$ cat src/rtl/mem_stage_ctrl.sv
// MEM-stage controller: runs EX/MEM loads/stores on a req/ack data bus, stalls the pipeline,
// resolves branch redirect and selects write-back data. Optional REQ timeout via MEM_TIMEOUT_EN.
module mem_stage_ctrl #(
    parameter int unsigned TIMEOUT_CYCLES = 16,
    parameter int unsigned CNT_W          = 5
) (
    input  logic        clk_EXMem,
    input  logic        rst_EXMem,
    input  logic [31:0] alu_i,
    input  logic [31:0] rs2_i,
    input  logic [31:0] pc4_i,
    input  logic [31:0] target_i,
    input  logic        zero_i,
    input  logic        branch_i,
    input  logic        branchn_i,
    input  logic        jump_i,
    input  logic        memrw_i,
    input  logic [1:0]  memtoreg_i,
    output logic        dm_req,
    output logic        dm_we,
    output logic [31:0] dm_addr,
    output logic [31:0] dm_wdata,
    input  logic        dm_ack,
    input  logic [31:0] dm_rdata,
    output logic        stall_o,
    output logic        pc_src_o,
    output logic [31:0] pc_target_o,
    output logic [31:0] wb_data_o,
    output logic        misalign_o,
    output logic        bus_err_o
);

    typedef enum logic [1:0] {
        S_IDLE = 2'd0,
        S_REQ  = 2'd1,
        S_DONE = 2'd2
    } state_t;

    state_t      state_q, state_d;
    logic        req_d, we_d, misalign_d;
    logic [31:0] addr_d, wdata_d, rdata_q, rdata_d;
    logic        mem_op_c, aligned_c;

    // Elaboration guard: the counter must be able to reach TIMEOUT_CYCLES.
    if (TIMEOUT_CYCLES >= (32'(1) << CNT_W)) begin : g_bad_cnt_w
        $error("CNT_W too narrow for TIMEOUT_CYCLES");
    end

`ifdef MEM_TIMEOUT_EN
    logic [CNT_W-1:0] cnt_q, cnt_d;
    logic             expire_c;
    logic             bus_err_d;

    assign expire_c = (cnt_q + CNT_W'(1)) == CNT_W'(TIMEOUT_CYCLES);
`endif

    assign mem_op_c  = memrw_i | (memtoreg_i == 2'b01);
    assign aligned_c = (alu_i[1:0] == 2'b00);

    // Next-state and registered-output logic
    always_comb begin
        state_d    = state_q;
        req_d      = dm_req;
        we_d       = dm_we;
        addr_d     = dm_addr;
        wdata_d    = dm_wdata;
        rdata_d    = rdata_q;
        misalign_d = 1'b0;
`ifdef MEM_TIMEOUT_EN
        cnt_d      = cnt_q;
        bus_err_d  = 1'b0;
`endif
        case (state_q)
            S_IDLE: begin
                if (mem_op_c) begin
                    if (aligned_c) begin
                        req_d   = 1'b1;
                        we_d    = memrw_i;
                        addr_d  = alu_i;
                        wdata_d = rs2_i;
                        state_d = S_REQ;
`ifdef MEM_TIMEOUT_EN
                        cnt_d   = '0;
`endif
                    end else begin
                        misalign_d = 1'b1;
                        rdata_d    = 32'h0;
                        state_d    = S_DONE;
                    end
                end
            end
            S_REQ: begin
                if (dm_ack) begin
                    req_d   = 1'b0;
                    if (!dm_we) rdata_d = dm_rdata;
                    state_d = S_DONE;
                end
`ifdef MEM_TIMEOUT_EN
                else if (expire_c) begin
                    req_d     = 1'b0;
                    bus_err_d = 1'b1;
                    rdata_d   = 32'h0;
                    state_d   = S_DONE;
                end else begin
                    cnt_d = cnt_q + CNT_W'(1);
                end
`endif
            end
            S_DONE:  state_d = S_IDLE;
            default: state_d = S_IDLE;
        endcase
    end

    always_ff @(posedge clk_EXMem or posedge rst_EXMem) begin
        if (rst_EXMem) begin
            state_q    <= S_IDLE;
            dm_req     <= 1'b0;
            dm_we      <= 1'b0;
            dm_addr    <= 32'h0;
            dm_wdata   <= 32'h0;
            rdata_q    <= 32'h0;
            misalign_o <= 1'b0;
        end else begin
            state_q    <= state_d;
            dm_req     <= req_d;
            dm_we      <= we_d;
            dm_addr    <= addr_d;
            dm_wdata   <= wdata_d;
            rdata_q    <= rdata_d;
            misalign_o <= misalign_d;
        end
    end

`ifdef MEM_TIMEOUT_EN
    always_ff @(posedge clk_EXMem or posedge rst_EXMem) begin
        if (rst_EXMem) begin
            cnt_q     <= '0;
            bus_err_o <= 1'b0;
        end else begin
            cnt_q     <= cnt_d;
            bus_err_o <= bus_err_d;
        end
    end
`else
    assign bus_err_o = 1'b0;
`endif

    // The pipeline may advance only once the FSM reaches DONE.
    assign stall_o = ((state_q == S_IDLE) & mem_op_c) | (state_q == S_REQ);

    assign pc_src_o    = (branch_i & zero_i) | (branchn_i & ~zero_i) | jump_i;
    assign pc_target_o = target_i;

    always_comb begin
        case (memtoreg_i)
            2'b00:   wb_data_o = alu_i;
            2'b01:   wb_data_o = rdata_q;
            2'b10:   wb_data_o = pc4_i;
            default: wb_data_o = 32'h0;
        endcase
    end

endmodule

$ cat config.mk
export PLATFORM = sky130hd
export DESIGN_NAME = mem_stage_ctrl
export DESIGN_NICKNAME = d
export VERILOG_FILES = /design/src/rtl/mem_stage_ctrl.sv
export SDC_FILE = /design/constraint.sdc
export NUM_CORES = 1
export LEC_CHECK = 0
export CAP_MARGIN = 20
export CORE_AREA = 2 2 117 119
export CTS_CLUSTER_DIAMETER = 30
export DETAILED_ROUTE_END_ITERATION = 8
export DIE_AREA = 0 0 119 121
export GPL_ROUTABILITY_DRIVEN = 1
export PLACE_DENSITY = 0.8
export SLEW_MARGIN = 20
export SYNTH_ARGS = -nofsm -noshare
export SYNTH_HDL_FRONTEND = slang
export SYNTH_SLANG_ARGS = --single-unit
export TNS_END_PERCENT = 50
$ cat constraint.sdc
create_clock -name clk_EXMem -period 5.19 [get_ports clk_EXMem]
set_input_delay 1.038 -clock clk_EXMem [delete_from_list [all_inputs] [get_ports clk_EXMem]]
set_output_delay 1.038 -clock clk_EXMem [all_outputs]
set_load 0.03 [all_outputs]
Yosys cells after proc, flatten, opt, wreduce, memory -nomap -nowiden
Index checks and enable logic that the tools add are counted.

Bits in registers: 101. Input bits: 170. Output and inout bits: 134. Word-level logic and storage cells: 48.

Eq/ne operators: 8. Muxes and demuxes: 17. Bitwise gates (word level): 8. Reductions and logical operators: 8.

Operators by type and width (number): 2-to-1 mux 32 bit (4); one-hot mux 32 bit (3 select lines) (1); one-hot mux 32 bit (2 select lines) (1); != test 2 bit, second input constant (5); logical NOT 2 bit (3); 2-to-1 mux 1 bit (6); 2-to-1 mux 2 bit (3); AND reduction 5 bit (1); equality test 2 x 1 -> 1 bit, second input constant (2); OR 1 bit (4); one-hot mux 2 bit (2 select lines) (1); AND reduction 4 bit (1); bitwise AND 1 bit (3); AND reduction 3 bit (1); equality test 2 bit, second input constant (1); one-hot mux 1 bit (2 select lines) (1); AND reduction 2 bit (1); nonzero test 2 bit (1); NOT 1 bit (1).

Longest topological paths before layout
Gate-level depths: netlist of run 1.

Depth after elaboration: 4. Gate-level depth with buffers: 7. Mapped depth without buffers: 3.

Least setup slack after synthesis of run 1
Ideal clock, no wire load.

Path type: input to output. Start point: in memtoreg_i[1]. End point: out wb_data_o[0]. Arrival: 2.225 ns. Data required time: 4.152 ns. Slack: 1.927 ns. Stages on the path: 4. Path buffers: 2. Cell sequence: buf_2 -> buf_2 -> mux2i_1 -> o21ai_0.

Longest elaborated chain between the ends: 2. Elaborated cells between the ends (all ways): 4. Those cells by class: eq/ne: 2; mux: 1; reduce/logical: 1.

RTL lines: start, declared (RTL line 18) `input logic [1:0] memtoreg_i,`; equality test 2 bit (tied with other cells) (RTL line 155) `case (memtoreg_i)`; one-hot mux 32 bit (3 select lines) (*) (RTL line 155); end, declared (RTL line 28) `output logic [31:0] wb_data_o,`.

Every way passes the cells marked *; elsewhere a longest branch is shown, timed or not.

Worst setup path in the final report of run 1
Start point: in memtoreg_i[0]. End point: out wb_data_o[7].

Same word-level chain as after synthesis.

==> run metrics, run 1 <==
fin crit share=80.4%; max_cap viols=0; worst skew pair latency=340 ps; Cell variety after synth=28; Crit Path Max Fanout=36; largest buffer count on any clock path=2; Slew Limit Fails=0; Reg2Reg Setup Slack=3200 ps; setup repair after global routing missed its margin=false; sequential share of the synthesized area=52.1%; static leakage=3.17 nW; starting density of the core=37.1%; Hold WS=490 ps; flops & latches, synth=101; worst path required time=4150 ps; Post-Synth Simple-Gate Area=6.68%; DR iter-0 viols=147; die height=121 um; first drt pass iteration count=4; Setup-failing EPs final=0; Mapped Nets=578; RePlAce Congestion=0.792; WL/cell=17.4 um; Placeable Area=0.0131 mm2; area grow syn2layout=51.3%; mapped cell area=0.00485 mm2; Clock Skews=3.20 ps; CP Class=in -> out; Post-synth EDFFs=0; CP Capture Type=output pin; Setup crit start kind=primary input; number of global-route vias before repair=4136; layout cells sized above 1=19.5%; Min-Delay Path Class=reg -> reg; all-layer global routing usage=19.0%; complex-gate fraction of the synthesized area=10.1%; Layout Nets=770; multi-input logic area=0.00195 mm2; CTS Root Cell=clkbuf_16; postcts setup bufs=0; final hold violations=0; CTS tree=done; Core Util, Final=56.1%; Routed Antenna Nets=0; DRC=0; commonest non-fill, non-tap cell in the layout=clkdlybuf4s50_1; Vias=3818; multiplexer area fraction after synthesis=22.8%; Worst-Margin Slew=969 ps; die width=119 um; Ports=304; most frequent cells in the layout=clkdlybuf4s50_1 (204), dfrtp_1 (101), nand2_1 (67), mux2_2 (37), buf_4 (36); PortBufs=238; Fin Setup TNS=0 ps; row count=42; largest family of logic cells by synthesized area=multiplexers; register area=0.00253 mm2; final wirelength=13600 um; Worst VDD drop=0.000234 V; Synth Area in XOR/XNOR=0%; Max transition margin=35.4%; Post-DP HPWL=9930 um; clock slew at reported path FFs=70 ps; H-tree depth=3; Synth Area in Adders=0%; GR Overflow Total=0; pin count of the biggest net entering global routing=68; antenna violations before repair=1; ys async rst share=100%; CTS Buf Count=9; vias per cell=4.88; CTS Hold Buffers Added=0; status=finished, final reports clean; cts repair resizes=0; Syn Area/Cell=11.9 um2; FMAX=240 MHz; PwrDens=420 mW/mm2; Syn Inst Count=408; Syn. warnings=0; global-route wire length before repair=21300 um; CTS Sinks=101; Fillers=1084; die area=0.0144 mm2; top_reg_cell synth=dfrtp_1; WP data arrival=3130 ps; minimum clock period=4170 ps
## Yosys cell counts (2+ instances only)
cell / instances / area (um2)
o21ai_0: 32 / 160
and2_1: 2 / 12.5
mux2_1: 6 / 67.6
inv_1: 2 / 7.51
buf_6: 4 / 45.0
buf_4: 33 / 248
dfrtp_1: 101 / 2530
nor2_1: 3 / 11.3
nor2b_1: 2 / 12.5
mux2i_1: 32 / 320
mux2_4: 20 / 300
nand2_1: 67 / 251
buf_2: 11 / 55.1
mux2_2: 37 / 417
o2bb2ai_1: 32 / 280
clkbuf_1: 12 / 45.0
## report_power, final
group / internal (mW) / leakage (nW) / switching (mW) / total [mW]
logic: 0.629 / 1.76 / 0.678 / 1.31
registers: 1.00 / 1.26 / 0.121 / 1.12
clock network: 0.376 / 0.148 / 0.283 / 0.660
total: 2.00 / 3.17 / 1.08 / 3.09
## cell families (layout without fill, tap and decap cells)
group                  count (synthesis)  count (layout)
DFF                                  101             101
buffers and inverters                 63             260
other                                  1               2
muxes                                 95              95
and+or+nand+nor                       78              78
AOI/OAI and AO/OA                     70              70
## through the flow
step / std cells / cell area (um2) / worst slack, ps / total power [mW]
after global placement: 765 / 7050 / 1060 / 2.42
after floorplan: 408 / 4850 / 1500 / 1.89
after detailed placement: 765 / 7050 / 1010 / 2.45
final: 782 / 7350 / 1020 / 3.09
after CTS: 781 / 7340 / 988 / 3.12
after global routing: 782 / 7350 / 808 / 3.23
## flip-flops by register name (all words and copies together) (netlist names)
name        cells
misalign_o      1
dm_wdata       32
state_q         2
rdata_q        32
dm_we           1
dm_req          1
dm_addr        32
## per-layer routing
| layer | part of all wire, % | global-route usage [%] | vias up |
|---|---|---|---|
| met5 | 0 | 0 | - |
| met3 | 6.4 | 4.32 | 30 |
| met2 | 54 | 34.8 | 143 |
| met4 | 2.6 | 8.63 | 0 |
| li1 | - | - | 1771 |
| met1 | 37 | 20.8 | 1874 |
## worst paths after layout
path,from,to,depth (start not counted)
setup reg to reg,state_q[0]$_DFFE_PP0P_,dm_wdata[1]$_DFFE_PP0P_,4
hold / removal,dm_addr[1]$_DFFE_PP0P_,dm_addr[1]$_DFFE_PP0P_,1
max in group asynchronous,rst_EXMem,dm_addr[10]$_DFFE_PP0P_,3
hold reg to reg,dm_addr[1]$_DFFE_PP0P_,dm_addr[1]$_DFFE_PP0P_,1
min in group asynchronous,rst_EXMem,dm_wdata[9]$_DFFE_PP0P_,2
setup / recovery,memtoreg_i[0],wb_data_o[7],6
## worst max-delay path, stage by stage
cell	delay (ps)
clkdlybuf4s50_1	450
buf_4	310
nor2b_4	820
nand2_1	100
o21ai_0	170
buf_4	230
## layout make-up
class / instances / share of cell area [%]
antenna: 1 / 0.0341
clock buffer: 13 / 3.82
clock inverter: 3 / 0.238
inverter: 2 / 0.136
multi-input combinational: 244 / 26.6
sequential: 101 / 34.4
tap: 176 / 3.00
timing repair buffer: 242 / 31.8
Note: power is estimated with default switching activity, not from simulation.
==> inputs of run 2 (changes only) <==
Settings changed: CORE_AREA 2 2 117 119 to 2 2 118 120, DIE_AREA 0 0 119 121 to 0 0 120 122, PLACE_DENSITY 0.8 to 0.79.
Clock period 5.19 ns to 4 ns, I/O delays scaled along.
==> run metrics, run 2 (same netlist as run 1, synthesis figures left out) <==
crit-path cells=clkdlybuf4s50_1, nor2b_4, buf_4, nand2_1, o21ai_0, buf_4; final wirelength=13300 um (-2.2%); CTS Sinks=101 (unchanged); worst r2r path cells=3 (-1); area grow syn2layout=51.5%; status=finished, final reports clean; RePlAce Congestion=0.770 (-2.8%); PwrDens=545 mW/mm2 (+30%); dpl cell area=0.00706 mm2 (+0.21%); Crit Path Max Fanout=29 (-19%); minimum clock period=3110 ps; Hold WS=488 ps (-2.16 ps); H-tree depth=3 (unchanged); Min-Delay Path Class=reg -> reg; CTS Buf Count=9 (unchanged); CP Class=in -> out; Critical Path Most Common Cell=buf_4; WHS Path Cells=1 (unchanged); Fin Setup TNS=0 ps (unchanged); starting density of the core=35.9% (-1.2 points); Vias=3830 (+0.31%); die height=122 um (+0.83%); biggest regs=dm_addr x32, dm_wdata x32, rdata_q x32; CTS tree=done; Worst-Margin Slew=866 ps (-103 ps); DRC=0 (unchanged); worst path required time=3200 ps (-950 ps); setup repair after global routing missed its margin=false; cts repair resizes=0 (unchanged); Fillers=1153 (+6.4%); WL/cell=16.9 um (-2.8%); CP Capture Type=output pin; Final Cell Area=0.00736 mm2 (+0.15%); GR Overflow Total=0 (unchanged); most frequent cells in the layout=clkdlybuf4s50_1 (204), dfrtp_1 (101), nand2_1 (67), mux2_2 (37), buf_4 (37); Slew Limit Fails=0 (unchanged); FMAX=322 MHz; Reg2Reg Setup Slack=2190 ps (-1010 ps); static leakage=3.17 nW (about the same); Post-DP HPWL=9750 um (-1.8%); first drt pass iteration count=4 (unchanged); slowest CP cell=clkdlybuf4s50_1; CTS Root Cell=clkbuf_16; number of global-route vias before repair=4035 (-2.4%); total power=4.01 mW (+30%); max_cap viols=0 (unchanged); worst skew pair latency=340 ps (about the same); Layout Nets=771 (+0.13%); row count=43 (+2.4%); Ports=304 (unchanged); antenna violations before repair=1 (unchanged); pin count of the biggest net entering global routing=93 (+37%); final hold violations=0 (unchanged); fin crit share=77.7%; Max transition margin=42.2% (+6.8 points); reg2reg end=rdata_q[29]$_DFFE_PP0P_; Routed Antenna Nets=0 (unchanged); WHS Endpoint=dm_addr[30]$_DFFE_PP0P_; largest buffer count on any clock path=2 (unchanged); Critical R2R Launch=dm_we$_DFFE_PP0P_; Clock Skews=5.50 ps (+2.30 ps); commonest non-fill, non-tap cell in the layout=clkdlybuf4s50_1; vias per cell=4.87 (-0.32%); all-layer global routing usage=18.6% (-0.41 points); WP data arrival=2310 ps (-820 ps); DR iter-0 viols=127 (-14%); postcts setup bufs=0 (unchanged); CTS Hold Buffers Added=0 (unchanged); fin worst setup slack=890 ps (-129 ps); die area=0.0146 mm2 (+1.7%); Setup-failing EPs final=0 (unchanged); PortBufs=238 (unchanged); Max stage delay on crit path=470 ps (-350 ps); hold wc startpoint=dm_addr[30]$_DFFE_PP0P_; global-route wire length before repair=21100 um (-0.81%); pre-CTS setup slack=889 ps (-118 ps); clock slew at reported path FFs=70 ps (about the same); layout cells sized above 1=19.3% (-0.20 points); Setup crit start kind=primary input; die width=120 um (+0.84%); Worst VDD drop=0.000300 V (+29%); Placeable Area=0.0135 mm2 (+3.2%)
## run 2: cell types whose count changed in the layout (fill, tap and decap cells not counted), sizes merged
cell    before  now
buf         38   39
bufinv       0    1
clkbuf      13   12
## run 2: metrics by stage
stage / cells / utilization, %
final: 787 / 54.5
after global routing: 786 / 54.5
after CTS: 786 / 54.5
after detailed placement: 770 / 52.3
after global placement: 770 / 52.3
after floorplan: 408 / -
## run 2: layout make-up
cell class	count	area, um2	share of cell area, %
Clock buffer	12	246	3.35
Multi-Input combinational cell	244	1950	26.5
Antenna cell	1	2.50	0.0340
Sequential cell	101	2530	34.4
Tap cell	180	225	3.06
Clock inverter	4	47.5	0.646
Inverter	2	12.5	0.170
Timing Repair Buffer	243	2340	31.9
## run 2: critical path, delay by kind of cell
family / cells / cell delay [ps]
buffers and inverters: 3 / 1040
and+or+nand+nor: 2 / 370
AOI/OAI and AO/OA: 1 / 100
## run 2: routing by layer
| layer | GRT usage [%] | vias up | part of all wire (%) |
|---|---|---|---|
| li1 | - | 1778 | - |
| met1 | 21.0 | 1842 | 38 |
| met2 | 32.1 | 168 | 51 |
| met3 | 4.87 | 42 | 6.7 |
| met4 | 9.78 | 0 | 3.7 |
| met5 | 0 | - | 0 |
## run 2: how the worst max path moves through the flow
stage | endpoint | cells past startpoint | slack [ps] | start
floorplan | dm_addr[0]$_DFFE_PP0P_ | 1 | 550 | rst_EXMem
global placement | wb_data_o[29] | 6 | 910 | memtoreg_i[0]
detailed placement | wb_data_o[10] | 6 | 890 | memtoreg_i[0]
CTS | wb_data_o[10] | 6 | 890 | memtoreg_i[0]
global route | wb_data_o[31] | 6 | 760 | memtoreg_i[0]
finish | wb_data_o[2] | 6 | 890 | memtoreg_i[0]
## run 2: power by group
part	internal [mW]	switching, mW
clock	0.501	0.368
sequential	1.30	0.154
combinational	0.815	0.876
total	2.61	1.40
